$ cat src/rtl/tc77_pkg.sv
// ==== tc77_pkg : shared states, bus constants and sample type for tc77_responder (rev 1.0) ====
`default_nettype none

package tc77_pkg;

  localparam logic [2:0] ST_IDLE  = 3'd0;
  localparam logic [2:0] ST_READ  = 3'd1;
  localparam logic [2:0] ST_TRI   = 3'd2;
  localparam logic [2:0] ST_WRITE = 3'd3;
  localparam logic [2:0] ST_HOLD  = 3'd4;

  localparam int READ_BITS = 14;
  localparam int WORD_BITS = 16;

  localparam logic [15:0] CFG_SHUTDOWN   = 16'hFFFF;
  localparam logic [15:0] CFG_CONTINUOUS = 16'h0000;

  localparam logic [5:0] BITCNT_MAX = 6'd32;

  // committed conversion result as presented in read-word bits [15:2]
  typedef struct packed {
    logic [12:0] temp;
    logic        flag;
  } tc77_sample_t;

  function automatic logic [5:0] bitcnt_inc(input logic [5:0] cnt);
    return (cnt == BITCNT_MAX) ? cnt : cnt + 6'd1;
  endfunction

endpackage

`default_nettype wire

$ cat src/rtl/tc77_responder_if.sv
// ==== tc77_responder_if : TC77 three-wire bus, split into input/output halves of the SIO pin (rev 1.0) ====
`default_nettype none

interface tc77_responder_if;
  logic nTEMPCS;
  logic TEMPCLK;
  logic SIO_IN;
  logic SIO_OUT;
  logic SIO_OE;

  modport master (
    output nTEMPCS,
    output TEMPCLK,
    output SIO_IN,
    input  SIO_OUT,
    input  SIO_OE
  );

  modport slave (
    input  nTEMPCS,
    input  TEMPCLK,
    input  SIO_IN,
    output SIO_OUT,
    output SIO_OE
  );
endinterface

`default_nettype wire

$ cat src/rtl/tc77_conv_timer.sv
// ==== tc77_conv_timer : free-running conversion counter, result/flag capture, done pulse (rev 1.0) ====
`default_nettype none

module tc77_conv_timer
  import tc77_pkg::*;
#(
  parameter logic [23:0] CONV_CYCLES = 24'd14_400_000
) (
  input  logic         clk,
  input  logic         rst_n,
  input  logic         shutdown,
  input  logic [12:0]  tempval,
  output tc77_sample_t sample,
  output logic         conv_done
);

  logic [23:0] count;

  always_ff @(posedge clk or negedge rst_n) begin
    if (!rst_n) begin
      count     <= '0;
      sample    <= '0;
      conv_done <= 1'b0;
    end else begin
      conv_done <= 1'b0;
      if (shutdown) begin
        // parked at zero so that leaving shutdown starts a full conversion
        count <= '0;
      end else if (count == CONV_CYCLES - 24'd1) begin
        count       <= '0;
        sample.temp <= tempval;
        sample.flag <= 1'b1;
        conv_done   <= 1'b1;
      end else begin
        count <= count + 24'd1;
      end
    end
  end

endmodule

`default_nettype wire

$ cat src/rtl/tc77_responder.sv
// ==== tc77_responder : TC77 device-side responder, MCLK-oversampled bus FSM plus conversion timer (rev 1.0) ====
`default_nettype none

module tc77_responder
  import tc77_pkg::*;
#(
  parameter logic [23:0] CONV_CYCLES = 24'd14_400_000,
  parameter int          SYNC_STAGES = 2
) (
  input  logic              MCLK,
  input  logic              nRESET,
  input  logic [12:0]       TEMPVAL,
  tc77_responder_if.slave   bus,
  output logic              SHUTDOWN,
  output logic              CONV_DONE
);

  logic [SYNC_STAGES-1:0] cs_sync;
  logic [SYNC_STAGES-1:0] sck_sync;
  logic [SYNC_STAGES-1:0] sio_sync;
  logic                   cs_prev;
  logic                   sck_prev;

  always_ff @(posedge MCLK or negedge nRESET) begin
    if (!nRESET) begin
      cs_sync  <= '1;
      sck_sync <= '0;
      sio_sync <= '0;
      cs_prev  <= 1'b1;
      sck_prev <= 1'b0;
    end else begin
      cs_sync  <= {cs_sync[SYNC_STAGES-2:0],  bus.nTEMPCS};
      sck_sync <= {sck_sync[SYNC_STAGES-2:0], bus.TEMPCLK};
      sio_sync <= {sio_sync[SYNC_STAGES-2:0], bus.SIO_IN};
      cs_prev  <= cs_sync[SYNC_STAGES-1];
      sck_prev <= sck_sync[SYNC_STAGES-1];
    end
  end

  logic cs_s;
  logic sck_s;
  logic sio_s;
  logic cs_fall;
  logic cs_rise;
  logic sck_rise;
  logic sck_fall;

  assign cs_s     = cs_sync[SYNC_STAGES-1];
  assign sck_s    = sck_sync[SYNC_STAGES-1];
  assign sio_s    = sio_sync[SYNC_STAGES-1];
  assign cs_fall  =  cs_prev & ~cs_s;
  assign cs_rise  = ~cs_prev &  cs_s;
  // serial clock edges only count while the chip is selected
  assign sck_rise =  sck_s & ~sck_prev & ~cs_s;
  assign sck_fall = ~sck_s &  sck_prev & ~cs_s;

  tc77_sample_t sample;

  tc77_conv_timer #(
    .CONV_CYCLES (CONV_CYCLES)
  ) u_conv_timer (
    .clk       (MCLK),
    .rst_n     (nRESET),
    .shutdown  (SHUTDOWN),
    .tempval   (TEMPVAL),
    .sample    (sample),
    .conv_done (CONV_DONE)
  );

  logic [2:0]  state;
  logic [5:0]  bitcnt;
  logic [13:0] shadow;
  logic [14:0] cfg;
  logic [15:0] cfg_word;
  logic        sio_out;
  logic        sio_oe;

  // the 16th config bit is never stored: it completes the word in the apply cycle
  assign cfg_word    = {cfg, sio_s};
  assign bus.SIO_OUT = sio_out;
  assign bus.SIO_OE  = sio_oe;

  always_ff @(posedge MCLK or negedge nRESET) begin
    if (!nRESET) begin
      state    <= ST_IDLE;
      bitcnt   <= '0;
      shadow   <= '0;
      cfg      <= '0;
      sio_out  <= 1'b0;
      sio_oe   <= 1'b0;
      SHUTDOWN <= 1'b0;
    end else begin
      if (sck_rise) begin
        bitcnt <= bitcnt_inc(bitcnt);
      end

      if (cs_rise) begin
        state  <= ST_IDLE;
        sio_oe <= 1'b0;
      end else begin
        case (state)
          ST_IDLE: begin
            if (cs_fall) begin
              shadow  <= sample;
              bitcnt  <= '0;
              sio_oe  <= 1'b1;
              sio_out <= sample.temp[12];
              state   <= ST_READ;
            end
          end
          ST_READ: begin
            if (sck_fall) begin
              if (bitcnt == 6'(READ_BITS)) begin
                sio_oe <= 1'b0;
                state  <= ST_TRI;
              end else begin
                // rotate so the next bit is always at [12]
                sio_out <= shadow[12];
                shadow  <= {shadow[12:0], shadow[13]};
              end
            end
          end
          ST_TRI: begin
            if (sck_rise && bitcnt == 6'(WORD_BITS - 1)) begin
              state <= ST_WRITE;
            end
          end
          ST_WRITE: begin
            if (sck_rise) begin
              cfg <= cfg_word[14:0];
              if (bitcnt == 6'(2 * WORD_BITS - 1)) begin
                state <= ST_HOLD;
                if (cfg_word == CFG_SHUTDOWN) begin
                  SHUTDOWN <= 1'b1;
                end else if (cfg_word == CFG_CONTINUOUS) begin
                  SHUTDOWN <= 1'b0;
                end
              end
            end
          end
          ST_HOLD: begin
            state <= ST_HOLD;
          end
          default: begin
            state  <= ST_IDLE;
            sio_oe <= 1'b0;
          end
        endcase
      end
    end
  end

endmodule

`default_nettype wire

$ cat src/flat_wrapper.sv
// flat-port wrapper written by rule: the top's interface ports become plain ports
module tc77_responder_flat import tc77_pkg::*;
#(
  parameter logic [23:0] CONV_CYCLES = 24'd14_400_000,
  parameter int          SYNC_STAGES = 2
)
  (MCLK, nRESET, TEMPVAL, SHUTDOWN, CONV_DONE, bus_nTEMPCS, bus_TEMPCLK, bus_SIO_IN, bus_SIO_OUT, bus_SIO_OE);
  tc77_responder_if bus_i ();
  input  logic MCLK;
  input  logic nRESET;
  input  logic [12:0] TEMPVAL;
  output logic SHUTDOWN;
  output logic CONV_DONE;
  input wire logic [$bits(bus_i.nTEMPCS)-1:0] bus_nTEMPCS;
  input wire logic [$bits(bus_i.TEMPCLK)-1:0] bus_TEMPCLK;
  input wire logic [$bits(bus_i.SIO_IN)-1:0] bus_SIO_IN;
  output wire logic [$bits(bus_i.SIO_OUT)-1:0] bus_SIO_OUT;
  output wire logic [$bits(bus_i.SIO_OE)-1:0] bus_SIO_OE;
  assign bus_i.nTEMPCS = bus_nTEMPCS;
  assign bus_i.TEMPCLK = bus_TEMPCLK;
  assign bus_i.SIO_IN = bus_SIO_IN;
  assign bus_SIO_OUT = bus_i.SIO_OUT;
  assign bus_SIO_OE = bus_i.SIO_OE;
  tc77_responder #(.CONV_CYCLES(CONV_CYCLES), .SYNC_STAGES(SYNC_STAGES)) u_core (.MCLK(MCLK), .nRESET(nRESET), .TEMPVAL(TEMPVAL), .bus(bus_i), .SHUTDOWN(SHUTDOWN), .CONV_DONE(CONV_DONE));
endmodule
$ cat config.mk
export PLATFORM = sky130hd
export DESIGN_NAME = tc77_responder_flat
export DESIGN_NICKNAME = d
export VERILOG_FILES = /design/src/rtl/tc77_pkg.sv /design/src/rtl/tc77_responder_if.sv /design/src/rtl/tc77_conv_timer.sv /design/src/rtl/tc77_responder.sv /design/src/flat_wrapper.sv
export SDC_FILE = /design/constraint.sdc
export NUM_CORES = 1
export LEC_CHECK = 0
export ABC_CLOCK_PERIOD_IN_PS = 1960
export CAP_MARGIN = 10
export CORE_MARGIN = 8
export CORE_UTILIZATION = 54
export DETAILED_ROUTE_END_ITERATION = 12
export PLACE_DENSITY = 0.76
export SYNTH_ARGS = -nofsm -noshare
export SYNTH_HDL_FRONTEND = slang
export SYNTH_SLANG_ARGS = --single-unit
$ cat constraint.sdc
create_clock -name MCLK -period 1.96 [get_ports MCLK]
set_input_delay 0.588 -clock MCLK [delete_from_list [all_inputs] [get_ports MCLK]]
set_output_delay 0.588 -clock MCLK [all_outputs]
set_load 0.01 [all_outputs]
# Yosys cells after proc, flatten, opt, wreduce, memory -nomap -nowiden
# Cells that the tools add are included.
[classes]
reduce_logical = 12
eq_ne = 20
muxes = 32
bitwise = 12
add_sub_neg = 2
[op_table]
columns = ["operator", "n"]
rows = [
  ["$mux 24", 2],
  ["$mux 14", 3],
  ["$mux 6", 5],
  ["$pmux 14 s2", 1],
  ["$add 24x1->24 const B", 1],
  ["$eq 24x24->1 const B", 1],
  ["$mux 3", 7],
  ["$ne 3x1->1 const B", 6],
  ["$eq 16x16->1 const B", 1],
  ["$logic_not 16->1", 1],
  ["$pmux 3 s5", 1],
  ["$eq 6x4->1 const B", 2],
  ["$mux 1", 11],
  ["$reduce_and 5->1", 2],
  ["$add 6x1->6 const B", 1],
  ["$and 1x1->1", 6],
  ["$eq 3x2->1 const B", 2],
  ["$eq 6x5->1 const B", 1],
  ["$eq 6x6->1 const B", 1],
  ["$ne 2x1->1 const B", 3],
  ["$not 1->1", 6],
  ["$reduce_and 6->1", 1],
  ["$reduce_and 4->1", 1],
  ["$reduce_bool 2->1", 2],
  ["10 further kinds", 10],
]
[word_totals]
inputBits = 18
out_inout_bits = 4
reg_bits = 88
elab_cells = 94

# Longest topological paths before layout
[depth]
ltp_word = 7
mapped_depth = 7
mapped_depth_nobuf = 6

# Cells and area by module
# A second synthesis with hierarchy kept.
[hier_totals]
hier_cells = 366
hier_area_um2 = 4134.0
[by_module_without_submodules]
columns = ["mod", "n_inst", "cells_per_inst", "seq_area_each_um2", "area_each_um2"]
rows = [
  ["tc77_responder", 1, 200, 1204.9, 2285.9],
  ["tc77_conv_timer", 1, 166, 975.9, 1848.0],
]

# Least setup slack after synthesis
# No wires, ideal clock.
[synth_timing]
kind = "register to register"
from = "reg u_core.bitcnt[0]"
to = "reg u_core.shadow[0]"
slack_ns = -0.174
n_path_buf = 1
t_arrival_ns = 2.009
path_stages_with_launch = 8
setup_time_ns = 0.125
period_less_slack_ns = 2.134
t_required_ns = 1.835
cell_sequence = "dfrtp_1 inv_1 ha_1 nand2b_1 o21bai_1 a2111oi_2 buf_2 mux2_2"
[synth_between]
elab_chain_len = 3
[synth_lines]
columns = ["element", "line", "source"]
rows = [
  ["start, declared", "tc77_responder.sv:71", "logic [5:0] bitcnt;"],
  ["start signal, assigned", "tc77_responder.sv:94", "bitcnt <= bitcnt_inc(bitcnt);"],
  ["$eq 6x4->1", "tc77_responder.sv:113", "if (bitcnt == 6'(READ_BITS)) begin"],
  ["$ne 2x2->1 (no source line)", "n/a", ""],
  ["$reduce_and 5->1 (no source line)", "n/a", ""],
  ["end signal, assigned", "tc77_responder.sv:104", "shadow <= sample;"],
  ["end signal, assigned", "tc77_responder.sv:119", "shadow <= {shadow[12:0], shadow[13]};"],
  ["end, declared", "tc77_responder.sv:72", "logic [13:0] shadow;"],
]
# No other way between the ends.
# A chain may end at the register's enable or synchronous reset.

# Worst setup path in the final report
[layout_timing]
from = "reg u_core.u_conv_timer.count[1]"
to = "reg u_core.u_conv_timer.count[18]"
[layout_between]
elab_chain_len = 3
[layout_lines]
columns = ["element", "line", "source"]
rows = [
  ["start, declared", "tc77_conv_timer.sv:17", "logic [23:0] count;"],
  ["start signal, assigned", "tc77_conv_timer.sv:35", "count <= count + 24'd1;"],
  ["$add 24x1->24 or $eq 24x24->1 (tied branches)", "tc77_conv_timer.sv:35, tc77_conv_timer.sv:29", ""],
  ["$mux 24 *", "tc77_conv_timer.sv:29", "end else if (count == CONV_CYCLES - 24'd1) begin"],
  ["$mux 24 *", "tc77_conv_timer.sv:26", "if (shutdown) begin"],
]
# Every way passes the cells marked *; elsewhere a longest branch is shown, timed or not.

==> metrics.txt <==
outcome finished with violations; failing checks negative setup slack; Rel. slew slack a little under two thirds; EDFF count, synth 0; WP data required approximately 2.3 ns; Max Cap Viol 0; Post-Syn Area around 4000 um^2; area of the multi-input gates approximately 1800 um^2; clock share of power a little over a third; post-synthesis sequential area ratio between 50% and 60%; Die Span Y 102 um; gr ovfl total 0; DR pass1 iterations 5; most frequent cell after synthesis dfrtp_1; row cnt 31; RSZ-0062 raised after global routing yes; Worst Setup Slack, final -0.0246 ns; fillers 529; WP data arrival 2.27 ns; Synth top cells by count dfrtp_1, mux2_2, nor2_1; CTS Sinks 87; initial core utilization ~56%; largest area contributor in the netlist dfrtp_1; core footprint around 7000 um^2; Die X between 100 and 150 um; #FFs+latches synth 87; Sw Share roughly 26%; worst min path class input pin to async pin; synthesized area per cell 12.0 um^2; antenna violations before repair 0; endpoints failing setup 1; Max Fanout on Critical Path 7; top_reg_cell synth dfrtp_1; flop2flop setup slack -0.02 ns; Critical Path Most Common Cell or4_4; total power 4510 uW; placed wire-length estimate ~5100 um; crit path time final between 1.5 and 2 ns; crit start category flip-flop; area growth from synthesis to layout 23.9%; Final Hold Viols 0; Internal Pwr Total around 3400 uW; Post-Syn Instances around 340; delay of the slowest cell on the worst path 0.56 ns; Pleak ~0.0022 uW; fin. max-slew vios 0; root buffer cell clkbuf_8; Worst-Skew Late Latency roughly 0.36 ns; clk_skew 0.0114 ns; CTS tree built; cts bufs inserted 9; maximum vdd drop between 0.6 and 0.7 mV; Worst Reg2Reg Path Length in Cells 5; DRT antenna net count 0; Cell Chain, Critical Path ha_4 > nand4_1 > or4_4 > or4_4 > a21oi_2; I/O Buffers 21; via count about 2,800; nets ~410; kind of critical path flip-flop to flip-flop; Sequential Power Share between 40% and 50%; H-tree levels 3; Max Fclk between 0.5 and 0.6 GHz; residual DRC count 0; slowest CP cell or4_4; Sequential Area about 2200 um^2; main area contributors after synthesis dfrtp_1, mux2_2, nand4_1, nor2_1, dfstp_2; FF-to-FF Start u_core.u_conv_timer.count[1]; FFs w/ async S/R, synth 100%; clock slew at the register clock pins of the worst setup and hold paths about 0.09 ns; Distinct cells, synth 48; Crit. End Element flip-flop; maximum root-to-sink buffer count 2; ant diodes 0; Synth top area share between 50% and 60%; hold_buf cts 0; setup TNS -0.0246 ns; YS warnings 0; fin crit share 101%; layout cells sized above 1 between 30% and 40%; vias in the first global route about 2,800; Ports 22; crit path from u_core.u_conv_timer.count[1]; wire length per cell 16.0 um; switching power between 1000 and 1500 uW; largest net degree at the start of global routing 45; power per cell area between 900 and 1000 nW/um^2; worst-margin pin slew between 0.5 and 0.6 ns; Global Route Usage Sum between 10% and 20%; Comb power frac between 15 and 20%; gpl congestion between 0.8 and 0.9; syn nets about 360; crit path to u_core.u_conv_timer.count[18]; first-pass GRT wire length roughly 13,000 um; Initial DRC Count 71; Avg Vias per Cell roughly 5.7; r2r endpoint u_core.u_conv_timer.count[18]; Detailed Route WL a little under 8000 um; Die ar. around 10,000 um^2
==> worst max-delay path, delay by kind of cell, from the launching register on <==
family / cells / cell delay, ns
and+or+nand+nor: 3 / 1.19
DFF: 1 / 0.42
adders and majority gates: 1 / 0.18
AOI/OAI and AO/OA: 1 / 0.13
==> per-layer routing <==
layer / GRT usage [%] / up-vias / part of all wire, % / wire [um]
li1: - / 1332 / - / -
met1: 20.8 / 1413 / 47 / 3680
met2: 24.0 / 48 / 49 / 3840
met3: 2.86 / 12 / 3.1 / 241
met4: 8.13 / 0 / 1.6 / 129
met5: 0 / - / 0 / 0
==> power by group through the flow <==
stage / registers (uW) / clock network [uW] / logic (uW)
floorplan: 2020 / 0 / 506
detailed placement: 2050 / 0 / 760
global placement: 2050 / 0 / 745
global route: 2040 / 1700 / 962
CTS: 2020 / 1640 / 772
finish: 2020 / 1620 / 876
==> through the flow <==
step | util, % | hold WS, ns | instance area, um^2 | std cells | setup slack (ns)
2_1_floorplan | - | 0.292 | 4040 | 335 | 0.00885
3_3_place_gp | 62.7 | 0.332 | 4530 | 465 | 0.0197
3_5_place_dp | 62.7 | 0.343 | 4530 | 465 | -0.0303
4_1_cts | 66.5 | 0.232 | 4800 | 482 | 0.0160
5_1_grt | 68.9 | 0.257 | 4970 | 493 | -0.0814
6_report | 68.9 | 0.213 | 4970 | 493 | -0.0246
==> flip-flops by register name (all words and copies together), names as in the netlist <==
signal	flops
u_core.cfg	15
u_core.cs_sync	2
u_core.shadow	14
u_core.SHUTDOWN	1
u_core.sio_sync	2
u_core.bus.SIO_OE	1
u_core.cs_prev	1
u_core.sck_prev	1
u_core.bitcnt	6
u_core.sck_sync	2
u_core.state	3
u_core.u_conv_timer.count	24
u_core.u_conv_timer.conv_done	1
u_core.u_conv_timer.sample	14
==> kinds of logic after synthesis <==
logic type	share of synthesized area, %
compound gates	5.67
buf+inv	2.24
simple gates	16.6
xor+xnor	3.93
fa+ha+maj	1.25
flops	54.3
mux	16.0
==> final cells by class <==
type,count,area share (%)
Timing Repair Buffer,56,10.8
Sequential cell,87,43.9
Tap cell,99,2.49
Inverter,6,0.453
Clock buffer,11,2.64
Multi-Input combinational cell,229,37.1
Clock inverter,5,2.59
==> what timing repair did <==
action	4_1_cts	5_1_grt
gates cloned	0	1
setup buffers	1	10
pin swaps	0	4
endpoints found under the setup margin	11	27
resized for setup	1	20
==> cells in the final DEF, fill, tap and decap left out, types with 5 or more instances in the layout <==
cell type        Yosys  layout
dfrtp_1             84      82
mux2_2              57      53
buf_4                2      31
nor2_1              23      23
clkdlybuf4s50_1      0      20
nand4_1             14      14
nand3_1             13      13
nand2_1             12      12
o21ai_0             10      10
xnor2_1              9       9
xor2_1               9       9
a21oi_1             12       9
clkbuf_8             0       9
nor4_1               7       6
nor3_1               7       6
inv_1                6       5
or4_4                1       5
and4_1               5       5
or3_1                5       5
==> worst min path at each step <==
stage / cells past startpoint / startpoint / endpoint
after floorplan: 0 / nRESET / u_core.SHUTDOWN
after global placement: 0 / u_core.sck_sync[0] / u_core.sck_sync[1]
after detailed placement: 0 / u_core.sio_sync[0] / u_core.sio_sync[1]
after CTS: 1 / nRESET / u_core.sio_sync[1]
after global routing: 1 / nRESET / u_core.sio_sync[1]
final: 1 / nRESET / u_core.cfg[1]
(Power assumes the default switching activity.)
